==> src/rtl/tail_light_decoder.sv <==
// rtl/tail_light_decoder.sv - taillight lamp-bus monitor recovering brake/turn commands
// Optional feature macro: STEP_TIMING_CHECK_EN (step timing check inside a running sequence).
module tail_light_decoder #(
  parameter int STEP_CYCLES = 5,
  parameter int CNT_W       = 4
) (
  input  logic       clk,
  input  logic       rst,
  input  logic [2:0] right_light,
  input  logic [2:0] left_light,
  output logic       brake,
  output logic       turn_right,
  output logic       turn_left,
  output logic       valid,
  output logic       seq_error,
  output logic [7:0] error_count
);

  typedef enum logic [2:0] {
    ST_PENDING, ST_IDLE, ST_BRAKE, ST_TURN_R, ST_TURN_L, ST_BRAKE_R, ST_BRAKE_L
  } state_t;

  localparam logic [CNT_W-1:0] DWELL_ONE  = CNT_W'(1);
  localparam logic [CNT_W-1:0] DWELL_STEP = CNT_W'(STEP_CYCLES);
  localparam logic [CNT_W-1:0] DWELL_MAX  = CNT_W'(STEP_CYCLES + 1);

  state_t           state_q, state_d, cls;
  logic [2:0]       prev_r_q, prev_l_q;
  logic [CNT_W-1:0] dwell_q, dwell_d;
  logic             err_q, err_d;
  logic [7:0]       err_cnt_q, err_cnt_d;
  logic [3:0]       cmd_q, cmd_d;
  logic             changed;

  // turn sequence successor: 001->011->111->000->001
  function automatic logic is_nt(input logic [2:0] from, input logic [2:0] to);
    case (from)
      3'b001:  is_nt = (to == 3'b011);
      3'b011:  is_nt = (to == 3'b111);
      3'b111:  is_nt = (to == 3'b000);
      3'b000:  is_nt = (to == 3'b001);
      default: is_nt = 1'b0;
    endcase
  endfunction

  // brake+turn sequence successor: 111->110->100->000->111
  function automatic logic is_nb(input logic [2:0] from, input logic [2:0] to);
    case (from)
      3'b111:  is_nb = (to == 3'b110);
      3'b110:  is_nb = (to == 3'b100);
      3'b100:  is_nb = (to == 3'b000);
      3'b000:  is_nb = (to == 3'b111);
      default: is_nb = 1'b0;
    endcase
  endfunction

  assign changed = (right_light != prev_r_q) || (left_light != prev_l_q);

  always_comb begin
    cls       = ST_PENDING;
    state_d   = state_q;
    dwell_d   = dwell_q;
    err_d     = 1'b0;
    err_cnt_d = err_cnt_q;
    cmd_d     = 4'b0000;

    if (left_light == 3'b000 && prev_l_q == 3'b000 && is_nt(prev_r_q, right_light))
      cls = ST_TURN_R;
    else if (right_light == 3'b000 && prev_r_q == 3'b000 && is_nt(prev_l_q, left_light))
      cls = ST_TURN_L;
    else if (left_light == 3'b111 && prev_l_q == 3'b111 && is_nb(prev_r_q, right_light))
      cls = ST_BRAKE_R;
    else if (right_light == 3'b111 && prev_r_q == 3'b111 && is_nb(prev_l_q, left_light))
      cls = ST_BRAKE_L;

    if (changed) begin
      dwell_d = DWELL_ONE;
      state_d = cls;
`ifdef STEP_TIMING_CHECK_EN
      // only steps inside an already-running sequence are timed
      if (cls != ST_PENDING && cls == state_q && dwell_q != DWELL_STEP) begin
        state_d = ST_PENDING;
        err_d   = 1'b1;
      end
`endif
    end else begin
      dwell_d = (dwell_q >= DWELL_MAX) ? DWELL_MAX : dwell_q + CNT_W'(1);
      if (dwell_q == DWELL_STEP) begin
        if (right_light == 3'b000 && left_light == 3'b000) begin
          state_d = ST_IDLE;
        end else if (right_light == 3'b111 && left_light == 3'b111) begin
          state_d = ST_BRAKE;
        end else begin
          state_d = ST_PENDING;
          err_d   = 1'b1;
        end
      end
    end

    if (err_d && err_cnt_q != 8'hFF) err_cnt_d = err_cnt_q + 8'd1;

    // {brake, turn_right, turn_left, valid}
    case (state_d)
      ST_IDLE:    cmd_d = 4'b0001;
      ST_BRAKE:   cmd_d = 4'b1001;
      ST_TURN_R:  cmd_d = 4'b0101;
      ST_TURN_L:  cmd_d = 4'b0011;
      ST_BRAKE_R: cmd_d = 4'b1101;
      ST_BRAKE_L: cmd_d = 4'b1011;
      default:    cmd_d = 4'b0000;
    endcase
  end

  always_ff @(posedge clk) begin
    if (rst) begin
      state_q   <= ST_PENDING;
      prev_r_q  <= 3'b000;
      prev_l_q  <= 3'b000;
      dwell_q   <= DWELL_ONE;
      err_q     <= 1'b0;
      err_cnt_q <= 8'd0;
      cmd_q     <= 4'b0000;
    end else begin
      state_q   <= state_d;
      prev_r_q  <= right_light;
      prev_l_q  <= left_light;
      dwell_q   <= dwell_d;
      err_q     <= err_d;
      err_cnt_q <= err_cnt_d;
      cmd_q     <= cmd_d;
    end
  end

  assign brake       = cmd_q[3];
  assign turn_right  = cmd_q[2];
  assign turn_left   = cmd_q[1];
  assign valid       = cmd_q[0];
  assign seq_error   = err_q;
  assign error_count = err_cnt_q;

endmodule

==> config.mk <==
export PLATFORM = sky130hd
export DESIGN_NAME = tail_light_decoder
export DESIGN_NICKNAME = d
export VERILOG_FILES = /design/src/rtl/tail_light_decoder.sv
export SDC_FILE = /design/constraint.sdc
export NUM_CORES = 1
export LEC_CHECK = 0
export CORE_AREA = 4 4 82 84
export CTS_CLUSTER_DIAMETER = 150
export DETAILED_ROUTE_END_ITERATION = 6
export DIE_AREA = 0 0 86 88
export DONT_BUFFER_PORTS = 1
export SKIP_LAST_GASP = 1
export SLEW_MARGIN = 20
export SYNTH_ARGS = -nofsm -noshare
export SYNTH_HDL_FRONTEND = slang
export SYNTH_SLANG_ARGS = --single-unit
==> constraint.sdc <==
create_clock -name clk -period 2 [get_ports clk]
set_input_delay 0.1 -clock clk [delete_from_list [all_inputs] [get_ports clk]]
set_output_delay 0.1 -clock clk [all_outputs]
set_load 0.1 [all_outputs]
Word level (Yosys, flattened, before mapping)
Cells that the tools add are included.
{ "totals": {"reg_bits": 26, "latch_bits": 0, "ram_bits": 0, "rom_bits": 0, "in_bits": 8, "out_inout_bits": 13, "wordCells": 83, "mem_count": 0} }
{ "classes": {"n_addsub": 2, "multipliers": 0, "div": 0, "order_cmp": 1, "n_eq_ne": 30, "shift": 0, "muxes": 24, "bitwise_logic": 0, "n_reduce_logical": 18} }
{ "op_table": {"columns": ["cell", "n"], "rows": [
  ["3-bit == test (second input constant)", 15],
  ["4-bit one-hot mux with 6 select lines", 1],
  ["3-bit two-way mux", 7],
  ["3-bit by 2-bit == test with 1-bit output (second input constant)", 6],
  ["1-bit one-hot mux with 4 select lines", 4],
  ["3-bit by 1-bit == test with 1-bit output (second input constant)", 5],
  ["3-bit zero test", 4],
  ["1-bit logical AND", 11],
  ["1-bit two-way mux", 10],
  ["8-bit by 1-bit adder with 8-bit output (second input constant)", 1],
  ["8-bit inequality test (second input constant)", 1],
  ["3-bit inequality test", 2],
  ["4-bit by 1-bit adder with 4-bit output (second input constant)", 1],
  ["4-bit by 3-bit == test with 1-bit output (second input constant)", 1],
  ["4-bit by 3-bit greater-or-equal comparator with 1-bit output (second input constant)", 1],
  ["2-bit two-way mux", 2],
  ["3-bit OR reduction", 1],
  ["2-bit OR reduction", 1],
  ["1-bit logical OR", 1]
]} }

Longest topological paths before layout
Gate-level depths: netlist of run 1.
{ "logic_depth": {"ltp_word": 19, "depth_mapped": 9, "mapped_depth_nobuf": 9} }

Worst setup path before layout of run 1
Ideal clock, no wire load.
{ "synth_timing": {"path_kind": "register to register", "startpoint": "reg err_cnt_q[4], in the netlist error_count[4]", "endpoint": "reg err_cnt_q[7], in the netlist error_count[7]", "setup_ns": 0.067, "arrival_time_ns": 2.124, "required_ns": 1.933, "slack_ns": -0.191, "path_stages_with_launch": 7, "n_path_buf": 0, "synth_period_minus_slack_ns": 2.191, "cell_sequence": "dfxtp_1 and3_1 and3_1 a311oi_4 nand4_1 xor2_1 nor2_1"} }
{ "synth_via": {"elab_chain_len": 2, "word_cells_on_any_way": 3, "classes_between": "add/sub (1); eq/ne (1); reduce/logical (1)"} }
{ "synth_rtl": {"columns": ["item", "line", "rtl"], "rows": [
  ["from (decl)", "31", "logic [7:0] err_cnt_q, err_cnt_d;"],
  ["from (signal assigned)", "129", "err_cnt_q <= err_cnt_d;"],
  ["parallel branches: the longest is 2 deep, another holds 8-bit by 1-bit adder with 8-bit output", null, null]
]} }
Several ways; the timed one is not identified.
A chain may end at the register's enable or synchronous reset.

Worst setup path in the final report of run 1
{ "layout_timing": {"startpoint": "reg prev_r_q[1]", "endpoint": "reg cmd_q[2]"} }
{ "layout_via": {"elab_chain_len": 11, "word_cells_on_any_way": 30, "classes_between": "eq/ne (12); mux (10); reduce/logical (8)"} }
{ "layout_rtl": {"columns": ["item", "line", "rtl"], "rows": [
  ["from (decl)", "28", "logic [2:0] prev_r_q, prev_l_q;"],
  ["from (signal assigned)", "125", "prev_r_q <= right_light;"],
  ["3-bit == test, or another cell as far along", "48", "case (from)"],
  ["1-bit one-hot mux with 4 select lines", "48", null],
  ["1-bit two-way mux", "69", "else if (right_light == 3'b000 && prev_r_q == 3'b000 && is_nt(prev_l_q, left_light))"],
  ["1-bit two-way mux", "67", "if (left_light == 3'b000 && prev_l_q == 3'b000 && is_nt(prev_r_q, right_light))"],
  ["1-bit logical AND", "71", "else if (left_light == 3'b111 && prev_l_q == 3'b111 && is_nb(prev_r_q, right_light))"],
  ["3-bit two-way mux", "71", null],
  ["3-bit two-way mux", "69", null],
  ["3-bit two-way mux", "67", null],
  ["3-bit two-way mux (*)", "76", "if (changed) begin"],
  ["3-bit == test, or another cell as far along", "103", "case (state_d)"],
  ["4-bit one-hot mux with 6 select lines (*)", "103", null],
  ["to (signal assigned)", "130", "cmd_q <= cmd_d;"],
  ["to (decl)", "32", "logic [3:0] cmd_q, cmd_d;"]
]} }
Every way passes the cells marked *; elsewhere a longest branch is shown, timed or not. The select of a mux whose other input is x is not followed.

==> reports/metrics.yaml, run 1 <==
worst_hold_path:
  hp-class: "in2reg"
  holdPathStages: 2
synth:
  yosysWarnings: 0
  yosysSeqAreaShare_pct: 36.0
  synth_edf_count: 0
  ys.flop_type: "dfxtp_1"
  avgSynthCellArea_um2: 8.98
  synth_seq_cells: 26
  synthMostInstantiatedCell: "dfxtp_1"
  synth.distinct_cells: 42
  syn-cell-area_mm2: 0.00145
  synth.top_cells.by_count: "dfxtp_1, nor2_1, xor2_1"
  yosysTopAreaCell: "dfxtp_1"
  async_reset_ff_share_pct: 0
  syn_inst: 161
  ys_top_cells_by_area: "dfxtp_1, xor2_1, nor2_1, nor2b_1, ha_1"
  syn-num-nets: 173
  netlist.area_leader.share_pct: 36.0
run:
  drv_cap: 0
setup_path:
  r2r_cells: 8
  cp.required_ps: 2170
  cp_max_fo: 6
  crit_start: "prev_r_q[1]"
  cp.arrival_ps: 2060
  timing.rr.start: "prev_r_q[1]"
  critPathCaptureType: "flip-flop"
  critPathSlowestCell: "dfxtp_2"
  slowest_delay_ps: 360
  cp_cell_sequence: "xor2_1, nor4_4, nand3_4, buf_4, a211oi_2, a31oi_4, and2b_1, and2_1"
  path_class: "reg2reg"
  crit_path_end: "cmd_q[2]"
  ff2ff_setup_slack_ps: 110
  setup.worst_path.start_class: "flip-flop"
  r2r-end: "cmd_q[2]"
drt:
  dr_total_vias: 1206
  wl_per_cell_um: 12.1
  met1_length_mm: 1.46
  ant_nets: 0
  routed-wl-met2_mm: 1.47
  met3_length_um: 191
  via_per_inst: 4.66
  firstDrtPassIters: 4
  dr.max_layer_used: "met4"
  drcViolationCount: 0
  drt_first_iter_violations: 82
  wl_mm: 3.15
grt:
  grt_max_degree: 19
  grt-ovfl-total: 0
  grt_pass1_vias: 1105
  grt_antenna_before_repair: 0
  grt_pass1_wl_mm: 5.37
  track_usage_pct: 8.83
timing:
  fin_crit_ps: 1890
  slew-limit-headroom_pct: 46.9
  setup_viol: 0
  max_freq_mhz: 530
  hold_violations: 0
  period_share_pct: 94.3
  worst_pin_slew_ps: 795
  rsz0062_at_grt: "true"
  drv_slew: 0
  skew_ps: 3.93
floorplan:
  core_mm2: 0.00592
  start_util_pct: 24.4
  die_w_um: 86
  die_area_mm2: 0.00757
  rows: 28
  die_h_um: 88
  top_level_ports: 21
power_and_ir_drop:
  peakVddDrop_uv: 377
  power_mw: 1.07
  power_leakage_nw: 0.669
  power_density_mw_per_mm2: 593
layout:
  nets: 197
  nFillCells: 640
  final_layout_size_suffix_gt1_share_pct: 23.9
  diodes: 0
  finalInstanceArea_mm2: 0.00181
  area_growth_pct: 25.1
  post-route-util_pct: 30.6
clock_network:
  clk_pin_slew_worst_paths_ps: 90
  clock_sinks: 26
  numCtsBuffers: 3
  root_buffer: "clkbuf_8"
  clock_latency_ps: 270
  h-tree-depth: 1
  cts_tree: "yes"
  cts.path.max_buffers: 2
placed_design:
  gp_congestion: 0.723
  place_area_mm2: 0.00164
  io_buffers: 0
  dp_hpwl_mm: 2.31
outcome:
  status: "complete, no violations"
## flip-flops by register name, indices dropped and copies added (netlist names)
signal       cells
error_count      8
cmd_q            4
dwell_q          4
prev_l_q         3
prev_r_q         3
state_q          3
seq_error        1
## power breakdown
group	internal [mW]	switching, mW
registers	0.526	0.00969
logic	0.0463	0.0515
clock network	0.268	0.171
total	0.840	0.232
## area by class of cell
| type | count | area, um2 | area share [%] |
|---|---|---|---|
| Timing Repair Buffer | 30 | 243 | 13.4 |
| Tap cell | 75 | 93.8 | 5.19 |
| Clock buffer | 3 | 41.3 | 2.28 |
| Inverter | 3 | 11.3 | 0.622 |
| Clock inverter | 1 | 30.0 | 1.66 |
| Sequential cell | 26 | 528 | 29.2 |
| Multi-Input combinational cell | 121 | 862 | 47.6 |
## worst min-delay path by stage
| stage | start | end |
|---|---|---|
| 2_1_floorplan | rst | state_q[2] |
| 3_3_place_gp | rst | error_count[3] |
| 3_5_place_dp | rst | error_count[1] |
| 4_1_cts | rst | dwell_q[2] |
| 5_1_grt | rst | dwell_q[1] |
| 6_report | rst | dwell_q[2] |
## through the flow
step                      std cells  setup TNS (ps)  hold slack (ps)  setup WS (ps)
final                           259               0             28.5            114
after global routing            259           -83.5             25.1          -33.1
after CTS                       258               0             22.8           9.83
after detailed placement        247               0              172           42.5
after global placement          247               0              170            136
after floorplan                 161               0              179           18.7
## repair_timing
action,CTS,global route
endpoints found under the setup margin,0,11
endpoints found under the hold margin,19,0
buffers inserted,0,1
hold buffers,7,0
resized for setup,0,5
## layer usage
metal  track usage (%)  vias up
li1                  -      610
met1              11.8      563
met2              13.8       31
met3              3.20        2
met4              1.73        0
met5                 0        -
## layout by cell type, fill, tap and decap left out, drive strengths merged, types with 2 or more instances in the layout
cell type,synthesis,final
nand3,10,10
clkbuf,5,3
ha,4,4
and3,3,3
inv,3,3
xor2,10,10
buf,6,23
nand4bb,2,2
o21ai,7,7
nand2b,2,2
dfxtp,26,26
nor2,18,18
nor2b,9,9
dlygate4sd3,0,7
a21oi,9,9
nand4,8,8
nor3,7,7
xnor2,5,5
a311oi,2,2
a21o,2,2
nand2,6,6
## cells by family (layout without fill, tap and decap cells)
group / after synthesis / count (layout) / share of synthesized area (%)
compound gates: 28 / 28 / 15.9
flops: 26 / 26 / 36.0
xor+xnor: 15 / 15 / 9.08
other cells: 1 / 1 / 0.259
simple gates: 72 / 72 / 28.5
mux: 1 / 1 / 0.692
buf+inv: 14 / 37 / 6.06
fa+ha+maj: 4 / 4 / 3.46
## worst max-delay path, delay by kind of cell (launching register included)
family	cells	cell delay (ps)
simple gates	4	770
compound gates	2	300
buf+inv	1	190
flops	1	360
xor+xnor	1	170
No activity file was read; power rests on OpenSTA's default activity.
==> run 2, diff against run 1 <==
Settings changed: CORE_AREA 4 4 82 84 to 4 4 75 77, DIE_AREA 0 0 86 88 to 0 0 79 81.
Clock period 2 ns to 2.43 ns, I/O delays scaled along.
==> reports/metrics.yaml, run 2 (synthesis results as in run 1) <==
setup_path:
  cp.arrival_ps: 2300  # +240 ps
  setup.worst_path.start_class: "flip-flop"
  timing.rr.start: "prev_r_q[2]"
  r2r_cells: 7  # -1
  critPathCaptureType: "flip-flop"
  crit_path_end: "cmd_q[0]"
  cp.required_ps: 2610  # +440 ps
  cp_max_fo: 9  # +3
  r2r-end: "cmd_q[0]"
  cp_cell_sequence: "nand4bb_1, a21oi_1, o21ai_1, a2111o_1, a31oi_4, nor3_1, a311oi_2"
  ff2ff_setup_slack_ps: 320  # +200 ps
  crit_start: "prev_r_q[2]"
  slowest_delay_ps: 510  # +150 ps
  critPathSlowestCell: "dfxtp_1"
  path_class: "reg2reg"
clock_network:
  clock_sinks: 26  # unchanged
  numCtsBuffers: 3  # unchanged
  h-tree-depth: 1  # unchanged
  clk_pin_slew_worst_paths_ps: 90  # about the same
  post_cts_buffers: 0  # unchanged
  cts_tree: "yes"
  post_cts_resize_count: 0  # unchanged
  clock_latency_ps: 270  # about the same
  cts.path.max_buffers: 2  # unchanged
  root_buffer: "clkbuf_8"
  cts_hold_buffers: 7  # unchanged
layout:
  layout_common_cells: "dfxtp_1, nor2_1, xor2_1, buf_4"
  final_common_cell: "dfxtp_1"
  largest_reg_flops: 8  # unchanged
  area_growth_pct: 15.7
  seq_area_um2: 520  # -1.4%
  nets: 184  # -6.6%
  nFillCells: 544  # -15%
  diodes: 0  # unchanged
  final_layout_size_suffix_gt1_share_pct: 12.9  # -11 points
  multi_input_area_um2: 838  # -2.8%
worst_hold_path:
  hp-class: "in2reg"
drt:
  drt_first_iter_violations: 79  # -3.7%
  via_per_inst: 4.57  # -1.8%
  wl_per_cell_um: 12.2  # +0.19%
  dr_total_vias: 1102  # -8.6%
  firstDrtPassIters: 4  # unchanged
  wl_mm: 2.93  # -6.8%
  ant_nets: 0  # unchanged
  drcViolationCount: 0  # unchanged
timing:
  period_share_pct: 86.9  # -7.4 points
  max_freq_mhz: 473  # -11%
  skew_ps: 2.76  # -1.17 ps
  rsz0062_at_grt: "false"
  final.setup.tns_ps: 0  # unchanged
  slew-limit-headroom_pct: 37.2  # -9.7 points
  drv_slew: 0  # unchanged
  hold_violations: 0  # unchanged
  worst_pin_slew_ps: 941  # +147 ps
  setup_viol: 0  # unchanged
  fin_crit_ps: 2110  # +226 ps
floorplan:
  top_level_ports: 21  # unchanged
  die_h_um: 81  # -8.0%
  start_util_pct: 28.9  # +4.4 points
  die_area_mm2: 0.00640  # -15%
  die_w_um: 79  # -8.1%
  rows: 26  # -7.1%
  core_mm2: 0.00501  # -15%
power_and_ir_drop:
  power_density_mw_per_mm2: 517  # -13%
  power_leakage_nw: 0.596  # -11%
  peakVddDrop_uv: 279  # -26%
  power_mw: 0.866  # -19%
grt:
  grt_pass1_wl_mm: 5.16  # -3.9%
  track_usage_pct: 9.99  # +1.2 points
  grt-ovfl-total: 0  # unchanged
  grt_antenna_before_repair: 0  # unchanged
  grt_max_degree: 19  # unchanged
  grt_pass1_vias: 1067  # -3.4%
run:
  drv_cap: 0  # unchanged
placed_design:
  dp_hpwl_mm: 2.17  # -6.0%
  io_buffers: 0  # unchanged
  gp_congestion: 0.740  # +2.4%
outcome:
  status: "complete, no violations"
-- run 2: cell type report --
class | count | area share [%]
timing repair buffer | 17 | 8.67
tap | 70 | 5.23
multi-input combinational | 121 | 50.1
inverter | 3 | 0.673
clock buffer | 3 | 2.47
clock inverter | 1 | 1.79
sequential | 26 | 31.1
-- run 2: worst min-delay path by stage --
stage / start / to / slack [ps] / cells past startpoint
after floorplan: rst / state_q[2] / 200 / 1
after global placement: rst / prev_r_q[1] / 200 / 1
after detailed placement: rst / cmd_q[0] / 200 / 1
after CTS: rst / state_q[0] / 50 / 1
after global routing: rst / state_q[0] / 50 / 1
final: rst / state_q[0] / 60 / 1
-- run 2: per-layer routing --
layer | track usage [%] | wire length, um | vias up
met5 | 0 | 0 | -
met4 | 1.55 | 17 | 0
met3 | 3.99 | 175 | 4
met2 | 16.8 | 1410 | 17
met1 | 12.3 | 1340 | 495
li1 | - | - | 586
-- run 2: power breakdown --
part / internal, mW / switching (mW)
combinational: 0.0324 / 0.0331
sequential: 0.433 / 0.0142
clock: 0.220 / 0.133
-- run 2: through the flow --
stage / hold WS, ps / instances / instance area (um2) / setup slack, ps / utilization (%)
after global placement: 197 / 230 / 1530 / 376 / 30.6
after floorplan: 201 / 161 / 1450 / 239 / -
after global routing: 50.9 / 241 / 1670 / 106 / 33.4
final: 57.3 / 241 / 1670 / 318 / 33.4
after CTS: 49.0 / 241 / 1670 / 310 / 33.4
after detailed placement: 198 / 230 / 1530 / 344 / 30.6
-- run 2: critical path, delay by kind of cell (launching register included) --
kind            cells  cell delay [ps]
simple gates        2              260
flops               1              510
compound gates      5             1250
